<file path="src/rtl/seq_alu_if.sv">
// Operand, control and result bundle for the multi-cycle EX-stage ALU.
interface seq_alu_if #(
  parameter int WIDTH   = 32,
  parameter int SHAMT_W = 5
);
  logic               start;
  logic [3:0]         ctrl_op;
  logic               shift_dir;
  logic               shift_arith;
  logic [WIDTH-1:0]   a;
  logic [WIDTH-1:0]   b;
  logic [SHAMT_W-1:0] shamt;
  logic               busy;
  logic               done;
  logic [WIDTH-1:0]   result;
  logic               carry;
  logic               zero;
  logic               sign;

  modport master (
    output start, ctrl_op, shift_dir, shift_arith,
    output a, b, shamt,
    input  busy, done, result, carry, zero, sign
  );

  modport slave (
    input  start, ctrl_op, shift_dir, shift_arith,
    input  a, b, shamt,
    output busy, done, result, carry, zero, sign
  );
endinterface

</file>
<file path="src/rtl/seq_alu.sv">
// Multi-cycle ALU: single-cycle logic/add/comp, bit-serial shifts.
// start/busy/done handshake lets the datapath stall on shifts.
module seq_alu #(
  parameter int WIDTH   = 32,
  parameter int SHAMT_W = 5
) (
  input logic    clk,
  input logic    rst,
  seq_alu_if.slave bus
);

  typedef enum logic [1:0] {
    IDLE,
    SHIFT,
    DONE
  } state_t;

  state_t state, nxt;

  logic [WIDTH-1:0]   res;
  logic [WIDTH-1:0]   shreg;
  logic [WIDTH-1:0]   sh_nxt;
  logic [SHAMT_W-1:0] cnt;
  logic               cy;
  logic               sh_out;
  logic               dir;
  logic               arith;
  logic [WIDTH:0]     sum;

  logic launch;
  logic op_xor, op_and, op_add, op_comp;
  logic op_sh, op_br;
  logic sh_zero;
  logic last;

  assign launch  = (state == IDLE) && bus.start;
  assign op_xor  = bus.ctrl_op == 4'b0000;
  assign op_and  = bus.ctrl_op == 4'b0001;
  assign op_add  = bus.ctrl_op == 4'b0010;
  assign op_comp = bus.ctrl_op == 4'b0011;
  assign op_sh   = bus.ctrl_op == 4'b0100;
  assign op_br   = bus.ctrl_op == 4'b0101;
  assign sh_zero = bus.shamt == '0;
  assign last    = cnt == SHAMT_W'(1);
  assign sum     = {1'b0, bus.a} + {1'b0, bus.b};

  always_ff @(posedge clk) begin
    if (rst) state <= IDLE;
    else     state <= nxt;
  end

  always_comb begin
    nxt = state;
    unique case (state)
      IDLE:    if (launch)
                 nxt = (op_sh && !sh_zero) ? SHIFT : DONE;
      SHIFT:   if (last) nxt = DONE;
      DONE:    nxt = IDLE;
      default: nxt = IDLE;
    endcase
  end

  always_comb begin
    bus.busy = state == SHIFT;
    bus.done = state == DONE;
  end

  always_comb begin
    if (dir) begin
      sh_out = shreg[0];
      sh_nxt = {arith & shreg[WIDTH-1], shreg[WIDTH-1:1]};
    end else begin
      sh_out = shreg[WIDTH-1];
      sh_nxt = {shreg[WIDTH-2:0], 1'b0};
    end
  end

  // skip and undefined codes fall to default: result and carry hold
  always_ff @(posedge clk) begin
    if (rst) begin
      res   <= '0;
      cy    <= 1'b0;
      shreg <= '0;
      cnt   <= '0;
      dir   <= 1'b0;
      arith <= 1'b0;
    end else if (launch) begin
      unique case (1'b1)
        op_xor:  res <= bus.a ^ bus.b;
        op_and:  res <= bus.a & bus.b;
        op_add:  {cy, res} <= sum;
        op_comp: begin
          res <= -bus.b;
          cy  <= bus.b == '0;
        end
        op_br:   res <= bus.a;
        op_sh: begin
          if (sh_zero) begin
            res <= bus.a;
          end else begin
            shreg <= bus.a;
            cnt   <= bus.shamt;
            cy    <= 1'b0;
            dir   <= bus.shift_dir;
            arith <= bus.shift_arith;
          end
        end
        default: ;
      endcase
    end else if (state == SHIFT) begin
      shreg <= sh_nxt;
      cy    <= sh_out;
      cnt   <= cnt - SHAMT_W'(1);
      if (last) res <= sh_nxt;
    end
  end

  assign bus.result = res;
  assign bus.carry  = cy;
  assign bus.zero   = res == '0;
  assign bus.sign   = res[WIDTH-1];

endmodule
</file>
<file path="src/flat_wrapper.sv">
// flat-port wrapper written by rule: the top's interface ports become plain ports
module seq_alu_flat 
#(
  parameter int WIDTH   = 32,
  parameter int SHAMT_W = 5
)
  (clk, rst, bus_start, bus_ctrl_op, bus_shift_dir, bus_shift_arith, bus_a, bus_b, bus_shamt, bus_busy, bus_done, bus_result, bus_carry, bus_zero, bus_sign);
  seq_alu_if #(.WIDTH(WIDTH), .SHAMT_W(SHAMT_W)) bus_i ();
  input logic clk;
  input logic rst;
  input wire logic [$bits(bus_i.start)-1:0] bus_start;
  input wire logic [$bits(bus_i.ctrl_op)-1:0] bus_ctrl_op;
  input wire logic [$bits(bus_i.shift_dir)-1:0] bus_shift_dir;
  input wire logic [$bits(bus_i.shift_arith)-1:0] bus_shift_arith;
  input wire logic [$bits(bus_i.a)-1:0] bus_a;
  input wire logic [$bits(bus_i.b)-1:0] bus_b;
  input wire logic [$bits(bus_i.shamt)-1:0] bus_shamt;
  output wire logic [$bits(bus_i.busy)-1:0] bus_busy;
  output wire logic [$bits(bus_i.done)-1:0] bus_done;
  output wire logic [$bits(bus_i.result)-1:0] bus_result;
  output wire logic [$bits(bus_i.carry)-1:0] bus_carry;
  output wire logic [$bits(bus_i.zero)-1:0] bus_zero;
  output wire logic [$bits(bus_i.sign)-1:0] bus_sign;
  assign bus_i.start = bus_start;
  assign bus_i.ctrl_op = bus_ctrl_op;
  assign bus_i.shift_dir = bus_shift_dir;
  assign bus_i.shift_arith = bus_shift_arith;
  assign bus_i.a = bus_a;
  assign bus_i.b = bus_b;
  assign bus_i.shamt = bus_shamt;
  assign bus_busy = bus_i.busy;
  assign bus_done = bus_i.done;
  assign bus_result = bus_i.result;
  assign bus_carry = bus_i.carry;
  assign bus_zero = bus_i.zero;
  assign bus_sign = bus_i.sign;
  seq_alu #(.WIDTH(WIDTH), .SHAMT_W(SHAMT_W)) u_core (.clk(clk), .rst(rst), .bus(bus_i));
endmodule
</file>
<file path="config.mk">
export PLATFORM = sky130hd
export DESIGN_NAME = seq_alu_flat
export DESIGN_NICKNAME = d
export VERILOG_FILES = /design/src/rtl/seq_alu_if.sv /design/src/rtl/seq_alu.sv /design/src/flat_wrapper.sv
export SDC_FILE = /design/constraint.sdc
export NUM_CORES = 1
export LEC_CHECK = 0
export ABC_AREA = 1
export BUFFER_PORTS_ARGS = -buffer_cell sky130_fd_sc_hd__buf_2
export CORE_MARGIN = 1
export CORE_UTILIZATION = 45
export CTS_CLUSTER_DIAMETER = 200
export DETAILED_ROUTE_END_ITERATION = 10
export HOLD_SLACK_MARGIN = 0.1
export PLACE_DENSITY = 0.69
export SLEW_MARGIN = 5
export SYNTH_ARGS = -nofsm -noshare
export SYNTH_HDL_FRONTEND = slang
export SYNTH_SLANG_ARGS = --single-unit
</file>
<file path="constraint.sdc">
create_clock -name clk -period 3.8 [get_ports clk]
set_clock_uncertainty 0.05 [all_clocks]
set_input_delay 0.19 -clock clk [delete_from_list [all_inputs] [get_ports clk]]
set_output_delay 0.19 -clock clk [all_outputs]
set_load 0.005 [all_outputs]
</file>
Word level (Yosys, flattened, before mapping):

Index checks and enable logic that the tools add are counted.

* memories kept: 0
* input port bits: 78
* bits in read-only memories: 0
* bits in latches: 0
* bits in writable memories: 0
* logic and storage cells: 68
* bits in registers: 74

* order comparisons: 0
* multiply operators: 0
* add/subtract/negate cells: 3
* div/mod/pow operators: 0
* bitwise gates (word level): 4
* mux-type cells: 23
* equal/unequal tests: 16
* shift operators: 0
* reduce and logical (&&, ||, !) cells: 15

Operators by type and width (count)
* 32-bit 2-to-1 mux: 9
* 32-bit one-hot mux with 6 select lines: 1
* 32-bit zero test: 2
* 32-bit by 32-bit adder with 33-bit output: 1
* 32-bit bitwise AND: 1
* 32-bit negator: 1
* 32-bit bitwise XOR: 1
* 5-bit 2-to-1 mux: 4
* 3-bit AND reduction: 3
* 4-bit by 2-bit == test with 1-bit output, second input constant: 2
* 4-bit by 3-bit == test with 1-bit output, second input constant: 2
* 7-bit != test, second input constant: 1
* 2-bit 2-to-1 mux: 3
* 3-bit != test, second input constant: 2
* 5-bit by 1-bit == test with 1-bit output, second input constant: 1
* 5-bit zero test: 1
* 5-bit by 1-bit subtractor with 5-bit output, second input constant: 1
* 4-bit by 1-bit == test with 1-bit output, second input constant: 1
* 4-bit zero test: 1
* 1-bit 2-to-1 mux: 4
* 2-bit by 1-bit != test with 1-bit output, second input constant: 2
* 2-bit != test, second input constant: 2
* 4-bit != test, second input constant: 1
* 2-bit one-hot mux with 2 select lines: 1
* 11 further kinds: 13

Longest topological paths before layout:

Gate-level depths: netlist of the first run.

* depth after elaboration: 6
* gate-level depth with buffers: 15

Worst setup path before layout of the first run:

No wires, ideal clock.

* kind: register to register
* start: register u_core.state[0]
* end: register u_core.res[15] (netlist: u_core.bus.result[15])
* setup slack: 2.069 ns
* clock period less this slack: 1.731 ns
* path buffers: 1
* data required time: 3.628 ns
* data arrival time: 1.560 ns
* cell stages (with the launch flop): 9
* setup time: 0.122 ns
* path through: dfxtp_1 > inv_2 > nor2_1 > nor2_1 > nor4_4 > inv_2 > buf_2 > a21oi_1 > a21oi_1

* elaborated cells on any way between the ends: 9

RTL lines
* start, declared: line seq_alu.sv:18 `state_t state, nxt;`
* start signal, assigned: line seq_alu.sv:49 `else state <= nxt;`
* 2-bit by 1-bit == test with 1-bit output
* via bus_busy: line flat_wrapper.sv:18 `output wire logic [$bits(bus_i.busy)-1:0] bus_busy;`
* 2-bit nonzero test (no line)
* 4-bit AND reduction (no line)
* end signal, assigned: line seq_alu.sv:89 `op_xor: res <= bus.a ^ bus.b;`
* end signal, assigned: line seq_alu.sv:90 `op_and: res <= bus.a & bus.b;`
* end signal, assigned: line seq_alu.sv:91 `op_add: {cy, res} <= sum;`
* end, declared: line seq_alu.sv:20 `logic [WIDTH-1:0] res;`

The timed path passes the listed nets, and every way through them passes these cells.
A chain may end at the register's enable or synchronous reset.

Worst setup path after layout of the first run:

* start: input port bus_start
* end: register u_core.shreg[6]

* longest elaborated chain between the ends: 3
* elaborated cells on any way between the ends: 6

Ends and longest elaborated chain
* start, declared: line flat_wrapper.sv:11 `input wire logic [$bits(bus_i.start)-1:0] bus_start;`
* 1-bit logical AND *: line seq_alu.sv:36 `assign launch = (state == IDLE) && bus.start;`
* 2-bit != test (no line) or 2-bit nonzero test (tied branches)
* 3-bit AND reduction (no line)
* end signal, assigned: line seq_alu.sv:101 `shreg <= bus.a;`
* end signal, assigned: line seq_alu.sv:111 `shreg <= sh_nxt;`
* end, declared: line seq_alu.sv:21 `logic [WIDTH-1:0] shreg;`

Every way passes the cells marked *; elsewhere a longest branch is shown, timed or not.

==> impl_results.md, run 1 <==
* End point of the critical path: u_core.shreg[6]
* All-Layer GR Usage at 0.341
* Clock sink count at 74
* Die Ht at ~140 um
* Initial drt markers at between 1000 and 1500
* Core Footprint at about 17000 um^2
* Setup repair after global routing missed its margin: false
* Synthesized net count at around 1600
* Actual slew at the worst max-slew pin at 988 ps
* Via count at 10200
* Static leakage power at roughly 4.8 nW
* End-of-flow core utilization at 0.529
* Power per Cell Area at 320 nW/um^2
* Clock root cell: sky130_fd_sc_hd__clkbuf_16
* Fraction of layout instances using a drive strength above 1 at 0.0966
* RR Startpoint: u_core.state[1]
* Endpoint required time on the critical path at 3960 ps
* Setup repair bufs after CTS at 0
* Type of element launching the critical path: primary input
* Class of the tightest hold or removal check: in2reg
* DP Wirelength at between 20 and 25 mm
* Number of I/O port buffers at approximately 110
* Clock tree from TritonCTS: built
* Final nets at 1704
* Max-slew violation count at 0
* Number of clock buffers inserted by TritonCTS at 9
* Placement row count at 48
* Cts hold-fix bufs at 7
* Source-to-sink clock delay at the later pin of the worst-skew pair at ~340 ps
* Residual DRC count at 0
* WL final at between 30 and 40 mm
* Ys Warns at 0
* Tcrit/Tclk final at 0.784
* Diode insertion count for antenna repair at 0
* Part of the Yosys area used for sequential elements at 0.185
* Antenna Violating Nets Remaining at 0
* Vias in the first global route at between 8000 and 9000
* Total I/O pin count at 115
* Global-route wire length before repair at roughly 48 mm
* Die area at approximately 18000 um^2
* Register-to-register path setup slack at ~900 ps
* Effective utilization at floorplan at 0.462
* Critical path class: in2reg
* Setup-violating endpoint count in the final report at 0
* Overall overflow remaining after global route at 0
* Wire per inst at 17.0 um
* Setup Total Neg Slack at 0 ps
* Antenna violations before repair at 1
* Critical path capture point type: register
* H-Tree Level Count at 3
* Max VDD drop at roughly 0.30 mV
* Number of resized instances in the post-cts repair step at 0
* Clock transition at the registers of the reported paths at 60 ps
* Highest clock rate at 336 MHz
* R2R depth at 10
* Instance count of the mapped netlist at about 1500
* Capturing point of the worst reg2reg path: u_core.shreg[6]
* Area growth from synthesis to layout at 14.5%
* Maximum number of buffers from clock root to sink at 2
* Max-cap violation count at 0
* Placer congestion estimate at about 0.98
* Count of TritonRoute iterations in the first routing pass at 6
* Largest net degree at the start of global routing at 94
* Horizontal die dimension at between 100 and 150 um
* Post-synthesis instance area at ~8000 um^2
* Maximum fanout count along the critical path at 36
* Source of the critical timing path: bus_start
* Hold Violations, Final at 0
* Yosys cell types at 38
* Time the worst path needs with I/O delays and setup at 2980 ps
* Mean instance size in the synthesized netlist at 5.32 um^2
* Register bit count reported by yosys at 74
* Worst endpoint data arrival time at 3130 ps
* Status: finished clean
* Slew Limit Headroom at 0.341
* Average vias per placed instance at 5.59
-- cells in the mapped netlist, drive strengths merged --
cell type	number	share of area
a211oi	2	0.0019
nor3	12	0.0075
nor4	10	0.0097
o21ai	116	0.073
a31o	1	0.0011
o211ai	1	0.00094
o22ai	1	0.00078
nand2	536	0.25
or2	2	0.0016
a41o	2	0.0025
and3	1	0.00078
buf	9	0.0060
ha	36	0.056
dfxtp	74	0.19
nand3	106	0.066
o211a	1	0.0013
xor2	2	0.0022
inv	213	0.10
clkbuf	50	0.024
a21oi	117	0.073
a221oi	16	0.018
o2111ai	3	0.0033
o21bai	1	0.00094
nor2	124	0.059
and2	4	0.0031
o311ai	1	0.0011
nand3b	4	0.0038
a31oi	42	0.033
nand4	13	0.010
clkinv	1	0.00047
nor3b	1	0.00094
a21o	1	0.00094
-- cell usage in the layout, fill, tap and decap left out, types with 2 or more instances in the layout --
master and instances:
sky130_fd_sc_hd__a211oi_1 2, sky130_fd_sc_hd__a21oi_1 117, sky130_fd_sc_hd__a221oi_1 16, sky130_fd_sc_hd__a31oi_1 42
sky130_fd_sc_hd__a41o_1 2, sky130_fd_sc_hd__and2_1 3, sky130_fd_sc_hd__buf_2 114, sky130_fd_sc_hd__buf_4 14
sky130_fd_sc_hd__bufinv_16 3, sky130_fd_sc_hd__clkbuf_16 9, sky130_fd_sc_hd__clkbuf_8 2, sky130_fd_sc_hd__clkinv_2 2
sky130_fd_sc_hd__dfxtp_1 74, sky130_fd_sc_hd__dlygate4sd3_1 7, sky130_fd_sc_hd__ha_1 36, sky130_fd_sc_hd__inv_1 211
sky130_fd_sc_hd__inv_2 2, sky130_fd_sc_hd__nand2_1 536, sky130_fd_sc_hd__nand3_1 105, sky130_fd_sc_hd__nand3b_1 4
sky130_fd_sc_hd__nand4_1 13, sky130_fd_sc_hd__nor2_1 121, sky130_fd_sc_hd__nor2_2 3, sky130_fd_sc_hd__nor3_1 12
sky130_fd_sc_hd__nor4_1 9, sky130_fd_sc_hd__o2111ai_1 3, sky130_fd_sc_hd__o21ai_0 116, sky130_fd_sc_hd__or2_2 2
sky130_fd_sc_hd__xor2_1 2
-- through the flow --
step | area [um^2] | std cells | setup WS (ps) | hold WS, ps | power (mW)
after floorplan | 7990 | 1503 | 2070 | 209 | 1.56
after global placement | 8720 | 1797 | 1100 | 388 | 1.89
after detailed placement | 8720 | 1797 | 968 | 385 | 1.90
after CTS | 9150 | 1820 | 868 | 113 | 2.90
after global routing | 9150 | 1820 | 511 | 127 | 3.09
final | 9150 | 1820 | 823 | 126 | 2.92
-- worst min path at each step --
stage               startpoint          endpoint  slack [ps]  cells after the start
floorplan                  rst  u_core.bus.carry         210                      1
global placement           rst  u_core.bus.carry         390                      2
detailed placement         rst  u_core.bus.carry         390                      2
CTS                  bus_a[14]  u_core.shreg[14]         110                      3
global route          bus_a[5]   u_core.shreg[5]         130                      3
finish               bus_a[14]  u_core.shreg[14]         130                      3
-- per-layer routing --
metal  vias to the layer above  track usage  part of all wire
met5                         -            0           0.00042
met4                         2        0.118             0.029
met3                        55       0.0423             0.090
met2                       436        0.508              0.42
met1                      4621        0.498              0.46
li1                       5055            -                 -
-- critical path, stage by stage --
cell and delay [ps]:
sky130_fd_sc_hd__dlygate4sd3_1 520, sky130_fd_sc_hd__buf_2 140, sky130_fd_sc_hd__nand3_4 80, sky130_fd_sc_hd__inv_1 110
sky130_fd_sc_hd__buf_4 350, sky130_fd_sc_hd__nand2_1 120, sky130_fd_sc_hd__nand2_1 150, sky130_fd_sc_hd__clkinv_1 650
sky130_fd_sc_hd__buf_4 510, sky130_fd_sc_hd__o21ai_0 230, sky130_fd_sc_hd__a31oi_1 70
-- cells by family (layout without fill, tap and decap cells) --
family | Yosys count | after routing | synth area share
simple gates | 813 | 813 | 0.415
compound gates | 305 | 305 | 0.211
buf+inv | 273 | 365 | 0.130
flops | 74 | 74 | 0.185
fa+ha+maj | 36 | 36 | 0.0564
xor+xnor | 2 | 2 | 0.00219
-- report_power, final --
group	switching (mW)	total, mW	internal [mW]	leakage, nW
clock network	0.328	1.00	0.675	0.176
logic	0.679	1.01	0.334	4.00
registers	0.0576	0.907	0.849	0.608
total	1.06	2.92	1.86	4.78
-- registers in the layout, summed over array words and instances (netlist names) --
| name | flops |
|---|---|
| u_core.arith | 1 |
| u_core.state | 2 |
| u_core.shreg | 32 |
| u_core.dir | 1 |
| u_core.cnt | 5 |
| u_core.bus.result | 32 |
| u_core.bus.carry | 1 |
-- layout make-up --
| cell class | instances | area (um^2) |
|---|---|---|
| clock buffer | 11 | 253 |
| clock inverter | 5 | 100 |
| fill | 1904 | 8150 |
| inverter | 214 | 803 |
| multi-input combinational | 1156 | 5480 |
| sequential | 74 | 1480 |
| tap | 225 | 282 |
| timing repair buffer | 135 | 746 |
(Power assumes the default switching activity.)
==> inputs of run 2 (changes only) <==
--- a/config.mk
+++ b/config.mk
@@ -5,14 +5,14 @@
 export SDC_FILE = /design/constraint.sdc
 export NUM_CORES = 1
 export LEC_CHECK = 0
-export ABC_AREA = 1
+export ABC_AREA = 0
 export BUFFER_PORTS_ARGS = -buffer_cell sky130_fd_sc_hd__buf_2
 export CORE_MARGIN = 1
 export CORE_UTILIZATION = 45
 export CTS_CLUSTER_DIAMETER = 200
 export DETAILED_ROUTE_END_ITERATION = 10
 export HOLD_SLACK_MARGIN = 0.1
-export PLACE_DENSITY = 0.69
+export PLACE_DENSITY = 0.7
 export SLEW_MARGIN = 5
 export SYNTH_ARGS = -nofsm -noshare
 export SYNTH_HDL_FRONTEND = slang
==> constraint.sdc (replaced) <==
create_clock -name clk -period 2.8 [get_ports clk]
set_clock_uncertainty 0.05 [all_clocks]
set_input_delay 0.14 -clock clk [delete_from_list [all_inputs] [get_ports clk]]
set_output_delay 0.14 -clock clk [all_outputs]
set_load 0.005 [all_outputs]
==> impl_results.md, run 2 <==
* Ranking of synthesized cells by instance count: sky130_fd_sc_hd__a21oi_1, sky130_fd_sc_hd__nand2_1, sky130_fd_sc_hd__dfxtp_1
* Net Switching at 1.19 mW (+12%)
* Max-cap violation count at 0 (unchanged)
* End-of-flow core utilization at 0.553 (+0.0243)
* Via count at 8291 (-18%)
* Yosys cell types at 75 (+97%)
* Static leakage power at 3.34 nW (-30%)
* Post-synthesis instance area at 7020 um^2 (-12%)
* Count of TritonRoute iterations in the first routing pass at 6 (unchanged)
* Overall power after layout at 3.65 mW (+25%)
* Most frequent cell after synthesis: sky130_fd_sc_hd__a21oi_1
* Met3 Track Usage GR at 0.0730 (+0.0307)
* RR Startpoint: u_core.cnt[0]
* Diode insertion count for antenna repair at 0 (unchanged)
* Wire per inst at 21.2 um (+25%)
* Ys Warns at 0 (unchanged)
* Worst endpoint data arrival time at 3020 ps (-110 ps)
* DP Wirelength at 20.4 mm (-15%)
* Fraction of power spent switching nets at 0.325 (-0.0394)
* Max-slew violation count at 0 (unchanged)
* Final nets at 1180 (-31%)
* Average vias per placed instance at 6.59 (+18%)
* Tcrit/Tclk final at 0.997
* Die Ht at 127 um (-6.2%)
* Max VDD drop at 0.263 mV (-13%)
* Largest net degree at the start of global routing at 76 (-19%)
* Initial drt markers at 998 (-13%)
* Hold Violations, Final at 0 (unchanged)
* R2R depth at 10 (unchanged)
* Instance count of the mapped netlist at 964 (-36%)
* Hold Worst Slack at 150 ps (+24.3 ps)
* Status: finished clean
* Most frequent standard cell in the layout excluding fill and tap cells: sky130_fd_sc_hd__buf_2
* Part of the Yosys area used for sequential elements at 0.211 (+0.0256)
* Antenna violations before repair at 0 (-1)
* Clock transition at the registers of the reported paths at 60 ps (about the same)
* Worst hold path stage count at 3 (unchanged)
* Sequential share of power at 0.306 (-0.004)
* Hold Crit Start: bus_a[27]
* Placer congestion estimate at 0.986 (+0.42%)
* Register-to-register path setup slack at 410 ps (-490 ps)
* Most Used Layer, Global Route: met2
* WL final at 26.7 mm (-14%)
* Actual slew at the worst max-slew pin at 890 ps (-97.8 ps)
* Source-to-sink clock delay at the later pin of the worst-skew pair at 330 ps (about the same)
* Number of I/O port buffers at 114 (unchanged)
* Leading cell types in the layout, fill and taps excluded: sky130_fd_sc_hd__buf_2, sky130_fd_sc_hd__a21oi_1, sky130_fd_sc_hd__nand2_1
* Placement row count at 45 (-6.3%)
* Power per Cell Area at 435 nW/um^2 (+36%)
* Type of element launching the critical path: primary input
* Maximum fanout count along the critical path at 5 (-86%)
* Effective utilization at floorplan at 0.462 (about the same)
* Antenna Violating Nets Remaining at 0 (unchanged)
* Combinational share of power at 0.301 (-0.046)
* Global routing usage on met1 at 0.477 (-0.0209)
* Endpoint of the worst hold-timing path: u_core.shreg[27]
* Internal at 2.47 mW (+33%)
* Total I/O pin count at 115 (unchanged)
* Die area at 16100 um^2 (-12%)
* All-Layer GR Usage at 0.331 (-0.0101)
* Core Footprint at 15200 um^2 (-12%)
* Overall overflow remaining after global route at 0 (unchanged)
* FFs w/ async S/R, synth at 0 (unchanged)
* Register bit count reported by yosys at 74 (unchanged)
* Clock tree from TritonCTS: built
* Capturing point of the worst reg2reg path: u_core.bus.result[24]
* Class of the tightest hold or removal check: in2reg
* Clock power frac at 0.392 (+0.049)
* Clock sink count at 74 (unchanged)
* Cell type with the highest aggregate area in the netlist: sky130_fd_sc_hd__dfxtp_1
* Setup-violating endpoint count in the final report at 0 (unchanged)
* Endpoint required time on the critical path at 3030 ps (-930 ps)
* Maximum number of buffers from clock root to sink at 2 (unchanged)
* Setup Total Neg Slack at 0 ps (unchanged)
* Number of clock buffers inserted by TritonCTS at 9 (unchanged)
* Clock root cell: sky130_fd_sc_hd__clkbuf_16
* Vias in the first global route at 7536 (-16%)
* Critical path class: in2reg
* Horizontal die dimension at 127 um (-6.2%)
* Mean instance size in the synthesized netlist at 7.28 um^2 (+37%)
* Slew Limit Headroom at 0.403 (+0.0616)
* Met2 GRT Util at 0.488 (-0.0199)
* Setup repair after global routing missed its margin: true
* H-Tree Level Count at 3 (unchanged)
* Fraction of layout instances using a drive strength above 1 at 0.198 (+0.101)
* Post-synth top area share at 0.211 (-0.0408)
* Global-route wire length before repair at 41.8 mm (-13%)
* Residual DRC count at 0 (unchanged)
* Synthesized net count at 1078 (-33%)
* Highest clock rate at about 360 MHz
* Main area contributors after synthesis: sky130_fd_sc_hd__dfxtp_1, sky130_fd_sc_hd__a21oi_1, sky130_fd_sc_hd__ha_1, sky130_fd_sc_hd__nand2_1, sky130_fd_sc_hd__mux2i_1
* Number of synthesized flops with an enable pin at 0 (unchanged)
* Dominant register cell in the synthesized netlist: sky130_fd_sc_hd__dfxtp_1
* Time the worst path needs with I/O delays and setup at between 2000 and 3000 ps
* Critical path capture point type: register
* Area growth from synthesis to layout at 19.8%
==> run 2: changes by cell type after synthesis, sizes merged, moves of 17 or more <==
cell    change
nor3       +18
a21o       +22
nor2       -54
xor2       +17
inv       -198
mux2i      +33
o211ai     +37
nand2     -427
nand3      -73
a31oi      -30
o21ai      -55
==> run 2: area by class of cell <==
| type | instances | area [um^2] |
|---|---|---|
| Clock buffer | 10 | 229 |
| Fill cell | 1526 | 6790 |
| Multi-Input combinational cell | 799 | 5270 |
| Tap cell | 188 | 235 |
| Clock inverter | 6 | 138 |
| Timing Repair Buffer | 167 | 1000 |
| Sequential cell | 74 | 1480 |
| Inverter | 15 | 56.3 |
==> run 2: cells by family after synthesis <==
| kind of cell | after synthesis | synth area share |
|---|---|---|
| flip-flops | 74 | 0.211 |
| multiplexers | 33 | 0.0470 |
| buffers and inverters | 91 | 0.0511 |
| adder cells (fa/ha/maj) | 36 | 0.0641 |
| AND/OR/NAND/NOR | 320 | 0.225 |
| AO/OA/AOI/OAI | 375 | 0.358 |
| XOR/XNOR | 35 | 0.0437 |
==> run 2: timing repair <==
item,4_1_cts,5_1_grt
setup endpoints to repair,0,17
hold buffers,4,0
endpoints found under the hold margin,4,0
setup buffers,0,1
gates resized for setup,0,10
==> run 2: worst max-delay path: stages <==
cell                            delay [ps]
sky130_fd_sc_hd__dlygate4sd3_1         530
sky130_fd_sc_hd__buf_2                 160
sky130_fd_sc_hd__ha_2                  210
sky130_fd_sc_hd__a21o_1                150
sky130_fd_sc_hd__a221o_1               230
sky130_fd_sc_hd__nand4_1               260
sky130_fd_sc_hd__a211oi_1              440
sky130_fd_sc_hd__o21a_1                220
sky130_fd_sc_hd__o41ai_2               100
sky130_fd_sc_hd__or4b_1                480
sky130_fd_sc_hd__nand3_1                90
==> run 2: worst max path at each step <==
stage	startpoint	endpoint	slack [ps]	depth (start not counted)
CTS	bus_a[0]	u_core.bus.result[21]	70	11
global route	bus_a[0]	u_core.bus.result[21]	-30	11
global placement	bus_b[0]	u_core.bus.result[30]	40	11
floorplan	bus_b[0]	u_core.bus.result[14]	420	11
finish	bus_a[0]	u_core.bus.result[31]	9	11
detailed placement	bus_b[0]	u_core.bus.result[30]	40	11
==> run 2: power by group through the flow <==
stage	logic, mW	clock network (mW)	registers [mW]
floorplan	0.650	0	1.13
global placement	1.04	0	1.14
detailed placement	1.04	0	1.14
CTS	1.05	1.44	1.12
global route	1.19	1.49	1.12
finish	1.10	1.43	1.12
==> run 2: per-layer routing <==
metal,vias to the layer above,part of all wire
li1,3894,-
met1,3839,0.45
met2,488,0.41
met3,70,0.11
met4,0,0.026
met5,-,0
==> run 2: through the flow <==
step	worst slack (ps)	cell area [um^2]	instances
2_1_floorplan	423	7020	964
3_3_place_gp	39.8	7950	1238
3_5_place_dp	44.1	7950	1238
4_1_cts	66.9	8350	1258
5_1_grt	-33.9	8410	1259
6_report	8.66	8410	1259
==> inputs of run 3 (changes only) <==
--- a/config.mk
+++ b/config.mk
@@ -12,7 +12,7 @@
 export CTS_CLUSTER_DIAMETER = 200
 export DETAILED_ROUTE_END_ITERATION = 10
 export HOLD_SLACK_MARGIN = 0.1
-export PLACE_DENSITY = 0.7
+export PLACE_DENSITY = 0.69
 export SLEW_MARGIN = 5
 export SYNTH_ARGS = -nofsm -noshare
 export SYNTH_HDL_FRONTEND = slang
==> impl_results.md, run 3 (same netlist as run 2, synthesis figures left out) <==
* Status: finished clean
* H-Tree Level Count at 3 (unchanged)
* Number of cells in the finished layout apart from fillers at 1259 (unchanged)
* Power per Cell Area at 427 nW/um^2 (-1.8%)
* Clock root cell: sky130_fd_sc_hd__clkbuf_16
* Max-slew violation count at 0 (unchanged)
* Wire per inst at 21.6 um (+2.1%)
* Largest net degree at the start of global routing at 70 (-7.9%)
* Horizontal die dimension at 127 um (unchanged)
* Crit-path max cell delay at 550 ps (+20 ps)
* Overall overflow remaining after global route at 0 (unchanged)
* Count of TritonRoute iterations in the first routing pass at 5 (-1)
* Tcrit/Tclk final at 0.931 (-0.0659)
* Placement-stage cell area at 7930 um^2 (-0.16%)
* Residual DRC count at 0 (unchanged)
* DP Wirelength at 20.5 mm (+0.73%)
* Hold Worst Slack at 145 ps (-5.36 ps)
* Final nets at 1181 (+0.085%)
* Static leakage power at 3.33 nW (-0.45%)
* Fraction of layout instances using a drive strength above 1 at 0.203 (+0.00467)
* Initial drt markers at 1161 (+16%)
* Actual slew at the worst max-slew pin at 921 ps (+31.0 ps)
* Smallest setup slack after layout at 193 ps (+185 ps)
* Antenna Violating Nets Remaining at 0 (unchanged)
* Post-Place Setup Slack at 30.7 ps (-13.4 ps)
* Clock transition at the registers of the reported paths at 60 ps (about the same)
* Global routing usage on met1 at 0.482 (+0.00478)
* Hold Violations, Final at 0 (unchanged)
* Met3 Track Usage GR at 0.0814 (+0.00844)
* Worst endpoint data arrival time at 2840 ps (-180 ps)
* Leading cell types in the layout, fill and taps excluded: sky130_fd_sc_hd__buf_2, sky130_fd_sc_hd__nand2_1, sky130_fd_sc_hd__a21oi_1
* Global-route wire length before repair at 41.6 mm (-0.61%)
* Effective utilization at floorplan at 0.462 (unchanged)
* Critical path class: reg2reg
* Most frequent standard cell in the layout excluding fill and tap cells: sky130_fd_sc_hd__buf_2
* Die Ht at 127 um (unchanged)
* Setup Total Neg Slack at 0 ps (unchanged)
* Clock tree from TritonCTS: built
* End-of-flow core utilization at 0.552 (-0.000988)
* Clock sink count at 74 (unchanged)
* Max VDD drop at 0.285 mV (+8.3%)
* WL final at 27.2 mm (+2.1%)
* Area growth from synthesis to layout at 19.5%
* Endpoint required time on the critical path at 3030 ps (about the same)
* Number of clock buffers inserted by TritonCTS at 9 (unchanged)
* Maximum fanout count along the critical path at 9 (+4)
* Average vias per placed instance at 6.64 (+0.78%)
* Class of the tightest hold or removal check: in2reg
* Area of all placed cells without fillers at 8390 um^2 (-0.18%)
* Source-to-sink clock delay at the later pin of the worst-skew pair at 330 ps (about the same)
* Die area at 16100 um^2 (unchanged)
* Vias in the first global route at 7372 (-2.2%)
* Total I/O pin count at 115 (unchanged)
* Fill cells at 1499 (-1.8%)
* Maximum number of buffers from clock root to sink at 2 (unchanged)
* Cell-by-cell listing of the critical path: ha_1 > nor4b_1 > buf_4 > a32oi_1 > or3_1 > nor2_1 > or4b_1 > nand3_1
* Overall power after layout at 3.58 mW (-2.0%)
* Max-cap violation count at 0 (unchanged)
* Slew Limit Headroom at 0.382 (-0.0208)
* Placement row count at 45 (unchanged)
* Type of element launching the critical path: register
* Core Footprint at 15200 um^2 (unchanged)
* Met2 GRT Util at 0.476 (-0.0116)
* Setup repair after global routing missed its margin: false
* Number of I/O port buffers at 114 (unchanged)
* Time the worst path needs with I/O delays and setup at 2610 ps (-185 ps)
* Most Used Layer, Global Route: met1
* Slowest-stage cell, CP: sky130_fd_sc_hd__or3_1
* Highest clock rate at 384 MHz (+7.1%)
* Placer congestion estimate at 0.992 (+0.62%)
* All-Layer GR Usage at 0.330 (about the same)
* Placed cell count at 1238 (unchanged)
* Antenna violations before repair at 0 (unchanged)
* Via count at 8356 (+0.78%)
* Diode insertion count for antenna repair at 0 (unchanged)
* Critical path capture point type: register
* Setup-violating endpoint count in the final report at 0 (unchanged)
run 3: cell count changes in the layout (fill, tap and decap cells not counted), moves of 2 or more:
cell,delta
sky130_fd_sc_hd__a31oi_2,+2
sky130_fd_sc_hd__a211oi_1,-2
sky130_fd_sc_hd__a211oi_2,+2
sky130_fd_sc_hd__a21oi_1,-3
sky130_fd_sc_hd__a21oi_2,+3
sky130_fd_sc_hd__buf_4,+3
run 3: metal layers:
| metal | part of all wire | vias to the layer above |
|---|---|---|
| met5 | 0 | - |
| met3 | 0.12 | 48 |
| met1 | 0.44 | 3952 |
| met2 | 0.42 | 479 |
| li1 | - | 3877 |
| met4 | 0.022 | 0 |
run 3: final cells by class:
type                    instances  area (um^2)  area share
inverters                      15         56.3     0.00671
flip-flops and latches         74         1480       0.177
clock inverters                 5          103      0.0122
multi-input cells             799         5280       0.628
clock buffers                  10          239      0.0285
well taps                     188          235      0.0280
repair buffers                168         1000       0.120
run 3: worst max-delay path, delay by kind of cell, from the launching register on:
family	cells	cell delay [ps]
AO/OA/AOI/OAI	1	90
AND/OR/NAND/NOR	5	1650
adder cells (fa/ha/maj)	1	170
flip-flops	1	400
buffers and inverters	1	180
run 3: worst paths after layout:
check | from | end | slack (ps) | cells after the start
worst max-delay path | u_core.cnt[0] | u_core.bus.result[28] | 190 | 8
worst min-delay path | bus_shamt[2] | u_core.cnt[2] | 140 | 5
worst max register to register | u_core.cnt[0] | u_core.bus.result[28] | 190 | 8
worst min register to register | u_core.shreg[20] | u_core.shreg[20] | 420 | 2
run 3: power by group:
| part | internal (mW) | switching [mW] |
|---|---|---|
| registers | 1.09 | 0.0336 |
| clock network | 0.888 | 0.460 |
| logic | 0.416 | 0.700 |
| total | 2.39 | 1.19 |
run 3: timing repair:
| item | CTS | global route |
|---|---|---|
| endpoints found under the hold margin | 4 | 0 |
| setup buffers | 0 | 3 |
| gates resized for setup | 0 | 13 |
| hold buffers | 4 | 0 |
| setup endpoints to repair | 0 | 17 |
